### config.mk
export PLATFORM = sky130hd
export DESIGN_NAME = hypot_sqrt_unit
export DESIGN_NICKNAME = d
export VERILOG_FILES = /design/src/rtl/hypot_sqrt_unit.sv
export SDC_FILE = /design/constraint.sdc
export NUM_CORES = 1
export LEC_CHECK = 0
export ABC_AREA = 1
export BUFFER_PORTS_ARGS = -buffer_cell sky130_fd_sc_hd__buf_2
export CAP_MARGIN = 30
export CORE_ASPECT_RATIO = 1.25
export CORE_MARGIN = 4
export CORE_UTILIZATION = 35
export CTS_CLUSTER_DIAMETER = 100
export DETAILED_ROUTE_END_ITERATION = 12
export PLACE_DENSITY = 0.51
export SLEW_MARGIN = 10
export SYNTH_ARGS = -nofsm -noshare
export SYNTH_HDL_FRONTEND = slang
export SYNTH_SLANG_ARGS = --single-unit
### constraint.sdc
create_clock -name clk -period 4.8 [get_ports clk]
set_input_delay 0.48 -clock clk [delete_from_list [all_inputs] [get_ports clk]]
set_output_delay 0.48 -clock clk [all_outputs]
set_load 0.005 [all_outputs]
### src/rtl/hypot_sqrt_unit.sv
// hypot_sqrt_unit: integer sqrt of x^2+y^2(+z^2), one result bit per cycle.
// Floor or round-to-nearest result with a perfect-square flag.
module hypot_sqrt_unit #(
  parameter int W = 8
) (
  input  logic         clk,
  input  logic         rst_n,
  input  logic         ena,
  input  logic         in_valid,
  output logic         in_ready,
  input  logic [W-1:0] x,
  input  logic [W-1:0] y,
  input  logic [W-1:0] z,
  input  logic         mode_3d,
  input  logic         round_en,
  output logic         out_valid,
  input  logic         out_ready,
  output logic [W:0]   root,
  output logic         exact
);

  localparam int SW = 2 * W + 2;
  localparam int RW = W + 2;
  localparam int CW = $clog2(W + 1);

  typedef enum logic [1:0] {
    IDLE,
    CALC,
    ROUND,
    DONE
  } state_t;

  state_t        state;
  logic [SW-1:0] s;
  logic [SW-1:0] sum;
  logic [W:0]    r;
  logic [RW-1:0] rem;
  logic [RW-1:0] rem_nx;
  logic [CW-1:0] i;
  logic          rnd;
  logic [W+3:0]  cand;
  logic [W+3:0]  trial;
  logic          fits;

  assign in_ready = (state == IDLE) && ena;

  assign sum = SW'(x) * SW'(x)
             + SW'(y) * SW'(y)
             + (mode_3d ? SW'(z) * SW'(z) : '0);

  // s is consumed two bits per step from the top; rem stays S' - r^2
  assign cand   = {rem, s[SW-1 -: 2]};
  assign trial  = {1'b0, r, 2'b01};
  assign fits   = cand >= trial;
  assign rem_nx = fits ? RW'(cand - trial) : cand[RW-1:0];

  always_ff @(posedge clk or negedge rst_n) begin
    if (!rst_n) begin
      state     <= IDLE;
      out_valid <= 1'b0;
      root      <= '0;
      exact     <= 1'b0;
      s         <= '0;
      r         <= '0;
      rem       <= '0;
      i         <= '0;
      rnd       <= 1'b0;
    end else if (ena) begin
      unique case (state)
        IDLE: begin
          if (in_valid) begin
            s     <= sum;
            rnd   <= round_en;
            r     <= '0;
            rem   <= '0;
            i     <= CW'(W);
            state <= CALC;
          end
        end
        CALC: begin
          rem <= rem_nx;
          r   <= {r[W-1:0], fits};
          s   <= {s[SW-3:0], 2'b00};
          if (i == '0) state <= ROUND;
          else i <= i - CW'(1);
        end
        ROUND: begin
          exact     <= (rem == '0);
          root      <= (rnd && rem > RW'(r))
                     ? r + (W+1)'(1) : r;
          out_valid <= 1'b1;
          state     <= DONE;
        end
        DONE: begin
          if (out_ready) begin
            out_valid <= 1'b0;
            state     <= IDLE;
          end
        end
        default: state <= IDLE;
      endcase
    end
  end

endmodule

==> impl_metrics.env, run 1 <==
export IMPL_critical_path_top_delay_family="adder cells"
export IMPL_cts_hold_buffers=0
export IMPL_layout_commonest_cell="sky130_fd_sc_hd__nand2_1"
export IMPL_area_used_by_multi_input_combinational_logic_um2=7300
export IMPL_estimated_wirelength_of_the_detail_placed_design_um=18900
export IMPL_clk_root_buffer_cell="sky130_fd_sc_hd__clkbuf_16"
export IMPL_setup_viol_count_final=14
export IMPL_clock_latency_on_the_worst_skew_pair_ns=0.30
export IMPL_final_min_clock_period_ns=6.23
export IMPL_area_growth_pct=26.5
export IMPL_top_library_cells_by_usage_in_the_layout_fill_and_taps_aside="309 x sky130_fd_sc_hd__nand2_1, 301 x sky130_fd_sc_hd__inv_1, 127 x sky130_fd_sc_hd__buf_4"
export IMPL_crit_path_end_kind="flop"
export IMPL_seq_area_um2=1380
export IMPL_die_area_um2=29700
export IMPL_worst_stage_delay_on_the_critical_path_ns=0.54
export IMPL_maxSlewViolCount=0
export IMPL_port_buffers=42
export IMPL_grt_overflow_total=0
export IMPL_drt_first_pass_iters=4
export IMPL_numClockSinks=55
export IMPL_start_kind="input port"
export IMPL_synthesis_nets=1532
export IMPL_launch_instance_of_the_worst_register_to_register_path="state[0]$_DFFE_PN0P_"
export IMPL_crit_top_cell="sky130_fd_sc_hd__fa_1"
export IMPL_grt_start_max_net_pins=56
export IMPL_design_core_area_um2=26300
export IMPL_layout_drive_gt1_share_pct=24.9
export IMPL_drtIter0Drc=285
export IMPL_criticalPathCategory="in2reg"
export IMPL_die_h_um=192
export IMPL_finalHoldViolations=0
export IMPL_syn_area_per_cell_um2=7.38
export IMPL_synth_yosys_seq_area_share_pct=14.6
export IMPL_data_arrival_at_the_endpoint_of_the_critical_path_ns=6.41
export IMPL_finish_net_count=1692
export IMPL_max_slew_worst_pin_slew_ns=0.812
export IMPL_htreeDepth=2
export IMPL_cts_buffers=5
export IMPL_rsz0062_at_grt="true"
export IMPL_clkSlewWorstSetupHoldPaths_ns=0.07
export IMPL_fin_hold_ws_ns=0.300
export IMPL_place_inst=1748
export IMPL_r2r_cells=10
export IMPL_hp_class="in2async"
export IMPL_postSynthCellCount=1278
export IMPL_avgViaCountPerCell=4.53
export IMPL_cts_tree="built"
export IMPL_worstPathBufferInverterCount=7
export IMPL_synth_edff_count=0
export IMPL_gp_routability_congestion=0.862
export IMPL_worst_ep_required_time_ns=4.98
export IMPL_violations_in_the_final_reports="setup timing"
export IMPL_number_of_antenna_violations_at_the_first_check_in_global_routing=0
export IMPL_placementRows=66
export IMPL_netlist_cell_type_count=48
export IMPL_grt_first_pass_wirelength_um=38900
export IMPL_drtAntennaViolNets=0
export IMPL_max_freq_ghz=0.160
export IMPL_ys_flop_type="sky130_fd_sc_hd__dfrtp_1"
export IMPL_nFillCells=2703
export IMPL_slew_headroom_pct=45.8
export IMPL_yosys_warnings=0
export IMPL_cts_max_path_buffers=2
export IMPL_insertedDiodeCount=0
export IMPL_crit_slowest_cell="sky130_fd_sc_hd__fa_1"
export IMPL_synthArstFlopShare_pct=100
export IMPL_chipWidth_um=155
export IMPL_timing_max_cap_violations=0
export IMPL_via_count=8058
export IMPL_grt_usage_pct=15.8
export IMPL_first_global_vias=8340
export IMPL_post_drt_wl_per_cell_um=12.6
export IMPL_detail_route_drc_violations=0
export IMPL_timing_final_crit_share_pct=130
export IMPL_worst_path_stages=30
export IMPL_starting_density_pct=35.9
export IMPL_post_layout_nonfiller_instances=1779
export IMPL_worst_setup_path_startpoint="z[4]"
export IMPL_num_io_pins=43
export IMPL_mappedNetlistArea_um2=9440
export IMPL_clock_skew_ns=0.00865
export IMPL_cp_max_fanout=4
export IMPL_drt_total_wl_um=22400
export IMPL_final_util_pct=45.5
export IMPL_finalWorstSetupSlack_ns=-1.43
export IMPL_run_status="finished with violations"
export IMPL_synth_ff_latch_count=55
cells in the mapped netlist (3+ instances only):
library cell | n | share of area, %
sky130_fd_sc_hd__fa_1 | 112 | 24
sky130_fd_sc_hd__xor2_1 | 17 | 1.6
sky130_fd_sc_hd__o21ai_0 | 21 | 1.1
sky130_fd_sc_hd__a21oi_1 | 32 | 1.7
sky130_fd_sc_hd__or2_2 | 4 | 0.27
sky130_fd_sc_hd__clkbuf_1 | 25 | 0.99
sky130_fd_sc_hd__dfrtp_1 | 55 | 15
sky130_fd_sc_hd__nor2_1 | 55 | 2.2
sky130_fd_sc_hd__ha_1 | 111 | 15
sky130_fd_sc_hd__nand2_2 | 15 | 0.99
sky130_fd_sc_hd__nand2_1 | 342 | 14
sky130_fd_sc_hd__nor3_1 | 6 | 0.32
sky130_fd_sc_hd__o211ai_1 | 5 | 0.40
sky130_fd_sc_hd__nand3_1 | 61 | 3.2
sky130_fd_sc_hd__inv_2 | 3 | 0.12
sky130_fd_sc_hd__nand3_4 | 3 | 0.56
sky130_fd_sc_hd__nand4_1 | 16 | 1.1
sky130_fd_sc_hd__xnor2_1 | 5 | 0.46
sky130_fd_sc_hd__o22ai_1 | 15 | 0.99
sky130_fd_sc_hd__o21bai_1 | 5 | 0.40
sky130_fd_sc_hd__buf_2 | 5 | 0.27
sky130_fd_sc_hd__inv_1 | 324 | 13
sky130_fd_sc_hd__nand3b_1 | 7 | 0.56
cell families (layout without fill, tap and decap cells):
family / count (synthesis) / count (layout) / share of synthesized area [%]
adder cells (fa/ha/maj): 223 / 223 / 38.5
AO/OA/AOI/OAI: 90 / 90 / 5.53
flip-flops: 55 / 55 / 14.6
buffers and inverters: 363 / 524 / 14.7
XOR/XNOR: 22 / 22 / 2.04
AND/OR/NAND/NOR: 523 / 523 / 24.5
multiplexers: 2 / 2 / 0.239
worst reg2reg max path, stage by stage, from the launching register on:
cell                      delay, ns
sky130_fd_sc_hd__dfrtp_1       0.40
sky130_fd_sc_hd__inv_1         0.10
sky130_fd_sc_hd__ha_1          0.21
sky130_fd_sc_hd__nand2_1       0.07
sky130_fd_sc_hd__inv_1         0.07
sky130_fd_sc_hd__nand2_1       0.13
sky130_fd_sc_hd__nor2_2        0.65
sky130_fd_sc_hd__inv_1         0.33
sky130_fd_sc_hd__a21oi_1       0.21
sky130_fd_sc_hd__o21ai_1       0.09
sky130_fd_sc_hd__nand3_1       0.07
layout make-up:
class	instances	area share, %
flip-flops and latches	55	11.5
well taps	340	3.56
repair buffers	186	12.1
multi-input cells	860	61.2
clock inverters	1	0.0734
clock buffers	7	1.19
inverters	330	10.4
per-stage QoR:
| step | setup WS [ns] | cell area (um2) | TNS [ns] |
|---|---|---|---|
| after floorplan | -1.44 | 9820 | -17.07 |
| after global placement | -1.84 | 11100 | -23.50 |
| after detailed placement | -1.90 | 11100 | -24.22 |
| after CTS | -1.40 | 11700 | -17.34 |
| after global routing | -1.72 | 11900 | -20.79 |
| final | -1.43 | 11900 | -17.24 |
path summary, 6_finish.rpt:
check | slack [ns] | end
setup reg to reg | 2.42 | s[5]$_DFFE_PN0P_
hold reg to reg | 0.47 | i[0]$_DFFE_PN0P_
setup / recovery | -1.43 | s[10]$_DFFE_PN0P_
min in group clk | 0.41 | rnd$_DFFE_PN0P_
hold / removal | 0.30 | rem[5]$_DFFE_PN0P_
max in group asynchronous | 4.00 | root[3]$_DFFE_PN0P_
routing by layer:
metal | GRT usage (%) | routed length [um] | vias up
li1 | - | - | 4167
met1 | 19.0 | 9510 | 3814
met2 | 31.3 | 12400 | 62
met3 | 0.744 | 258 | 15
met4 | 2.89 | 231 | 0
met5 | 0 | 0 | -
state kept, by name, indices dropped and copies added (netlist names):
register,count
s,18
rem,10
r,9
root,9
i,4
state,2
exact,1
out_valid,1
rnd,1
timing repair:
item,4_1_cts,5_1_grt
pin swaps,65,33
setup buffers,16,10
endpoints found under the setup margin,14,14
gates resized for setup,86,34
Power of run 1 is left out: the tool's default activity adds up to more than one toggle a clock period on the data nets, which glitch-free logic cannot reach.
==> run 2, diff against run 1 <==
==> constraint.sdc (replaced) <==
create_clock -name clk -period 6.27 [get_ports clk]
set_input_delay 0.627 -clock clk [delete_from_list [all_inputs] [get_ports clk]]
set_output_delay 0.627 -clock clk [all_outputs]
set_load 0.005 [all_outputs]
==> run 2 against run 1 <==
Net effect:
- via count is 2.8% lower
- the flow still finishes with violations (setup timing)
- final area is 5.0% lower
- critical path type unchanged
- largest cell class unchanged
- global-route usage is 0.28 points lower
- sequential share of layout area is 0.61 points higher
==> impl_metrics.env, run 2 (synthesized netlist as in run 1, its figures left out) <==
export IMPL_gp_routability_congestion=0.840
export IMPL_hp_class="in2async"
export IMPL_timing_final_crit_share_pct=102
export IMPL_grt_overflow_total=0
export IMPL_met2_wirelength_um=12200
export IMPL_final_min_clock_period_ns=6.42
export IMPL_crit_top_cell="sky130_fd_sc_hd__fa_1"
export IMPL_critical_path_top_delay_family="adder cells"
export IMPL_worst_ep_required_time_ns=6.45
export IMPL_layout_drive_gt1_share_pct=21.2
export IMPL_grt_start_max_net_pins=56
export IMPL_grt_first_pass_wirelength_um=38400
export IMPL_worst_path_stages=33
export IMPL_cts_hold_buffers=0
export IMPL_dpl_ws_ns=-0.622
export IMPL_detail_route_drc_violations=0
export IMPL_drtIter0Drc=320
export IMPL_fin_hold_ws_ns=0.457
export IMPL_crit_path_end_kind="flop"
export IMPL_met1Wirelength_um=9250
export IMPL_cts_buffers=5
export IMPL_register_with_the_highest_flop_count="s"
export IMPL_finalHoldViolations=0
export IMPL_drt_first_pass_iters=4
export IMPL_die_h_um=192
export IMPL_number_of_antenna_violations_at_the_first_check_in_global_routing=0
export IMPL_avgViaCountPerCell=4.57
export IMPL_placementRows=66
export IMPL_cts_max_path_buffers=2
export IMPL_largest_register_ff_count=18
export IMPL_route_met3_wl_um=355
export IMPL_htreeDepth=2
export IMPL_first_global_vias=8127
export IMPL_layout_commonest_cell="sky130_fd_sc_hd__nand2_1"
export IMPL_insertedDiodeCount=0
export IMPL_data_arrival_at_the_endpoint_of_the_critical_path_ns=6.60
export IMPL_topmost_layer_with_routed_signal_wires="met4"
export IMPL_cts_tree="built"
export IMPL_worst_stage_delay_on_the_critical_path_ns=0.55
export IMPL_clock_skew_ns=0.0113
export IMPL_die_area_um2=29700
export IMPL_launch_instance_of_the_worst_register_to_register_path="state[0]$_DFFE_PN0P_"
export IMPL_max_freq_ghz=0.156
export IMPL_estimated_wirelength_of_the_detail_placed_design_um=18600
export IMPL_worst_setup_path_startpoint="z[3]"
export IMPL_slew_headroom_pct=43.3
export IMPL_clkSlewWorstSetupHoldPaths_ns=0.07
export IMPL_cp_max_fanout=6
export IMPL_grt_usage_pct=15.5
export IMPL_run_status="finished with violations"
export IMPL_finish_net_count=1628
export IMPL_clk_root_buffer_cell="sky130_fd_sc_hd__clkbuf_16"
export IMPL_max_slew_worst_pin_slew_ns=0.849
export IMPL_rsz0062_at_grt="true"
export IMPL_design_core_area_um2=26300
export IMPL_r2r_cells=10
export IMPL_drtAntennaViolNets=0
export IMPL_drt_total_wl_um=22100
export IMPL_num_io_pins=43
export IMPL_worst_r2r_endpoint="s[5]$_DFFE_PN0P_"
export IMPL_numClockSinks=55
export IMPL_clock_latency_on_the_worst_skew_pair_ns=0.30
export IMPL_start_kind="input port"
export IMPL_setup_reg_to_reg_worst_slack_ns=3.82
export IMPL_area_growth_pct=20.2
export IMPL_setup_viol_count_final=8
export IMPL_via_count=7833
export IMPL_chipWidth_um=155
export IMPL_post_drt_wl_per_cell_um=12.9
export IMPL_largestRegisters="s x18, rem x10"
export IMPL_worstPathBufferInverterCount=9
export IMPL_violations_in_the_final_reports="setup timing"
export IMPL_top_library_cells_by_usage_in_the_layout_fill_and_taps_aside="309 x sky130_fd_sc_hd__nand2_1, 300 x sky130_fd_sc_hd__inv_1, 109 x sky130_fd_sc_hd__fa_1"
export IMPL_finalWorstSetupSlack_ns=-0.149
export IMPL_maxSlewViolCount=0
export IMPL_port_buffers=42
export IMPL_timing_max_cap_violations=0
export IMPL_criticalPathCategory="in2reg"
export IMPL_starting_density_pct=35.9
export IMPL_crit_slowest_cell="sky130_fd_sc_hd__fa_1"
[run 2: area by class of cell]
| cell class | instances | area (um2) |
|---|---|---|
| fillers | 2756 | 14900 |
| inverters | 330 | 1240 |
| flip-flops and latches | 55 | 1380 |
| multi-input cells | 860 | 7270 |
| clock buffers | 5 | 125 |
| repair buffers | 122 | 878 |
| well taps | 340 | 425 |
| clock inverters | 3 | 22.5 |
[run 2: worst reg2reg max path: stages, from the launching register on]
cell and delay [ns]:
sky130_fd_sc_hd__dfrtp_1 0.41, sky130_fd_sc_hd__inv_1 0.11, sky130_fd_sc_hd__ha_1 0.21, sky130_fd_sc_hd__nand2_1 0.10, sky130_fd_sc_hd__inv_1 0.09, sky130_fd_sc_hd__nand2_1 0.12
sky130_fd_sc_hd__nor2_2 0.67, sky130_fd_sc_hd__inv_1 0.31, sky130_fd_sc_hd__a21oi_1 0.20, sky130_fd_sc_hd__o21ai_1 0.10, sky130_fd_sc_hd__nand3_1 0.07
[run 2: how the worst max path moves through the flow]
stage	to	slack, ns
after CTS	s[10]$_DFFE_PN0P_	-0.17
after floorplan	s[16]$_DFFE_PN0P_	-0.12
after detailed placement	s[16]$_DFFE_PN0P_	-0.62
after global placement	s[16]$_DFFE_PN0P_	-0.58
after global routing	s[15]$_DFFE_PN0P_	-0.48
final	s[16]$_DFFE_PN0P_	-0.15
[run 2: metal layers]
layer	up-vias	global-route usage, %
met3	18	0.902
li1	4038	-
met5	-	0
met4	0	2.89
met2	70	30.9
met1	3707	18.3
[run 2: per-stage QoR]
stage | setup TNS, ns | util (%) | std cells | instance area (um2)
after global routing | -3.40 | 43.2 | 1715 | 11300
after global placement | -6.33 | 40.6 | 1699 | 10700
after CTS | -1.09 | 42.0 | 1712 | 11000
after floorplan | -0.750 | - | 1278 | 9660
after detailed placement | -6.80 | 40.6 | 1699 | 10700
final | -0.744 | 43.2 | 1715 | 11300
[run 2: what timing repair did]
action / 4_1_cts / 5_1_grt
gates resized for setup: 60 / 72
buffers inserted: 6 / 3
pin swaps: 30 / 56
cloned: 0 / 0
endpoints found under the setup margin: 12 / 13
Power of run 2 is left out for the same reason.
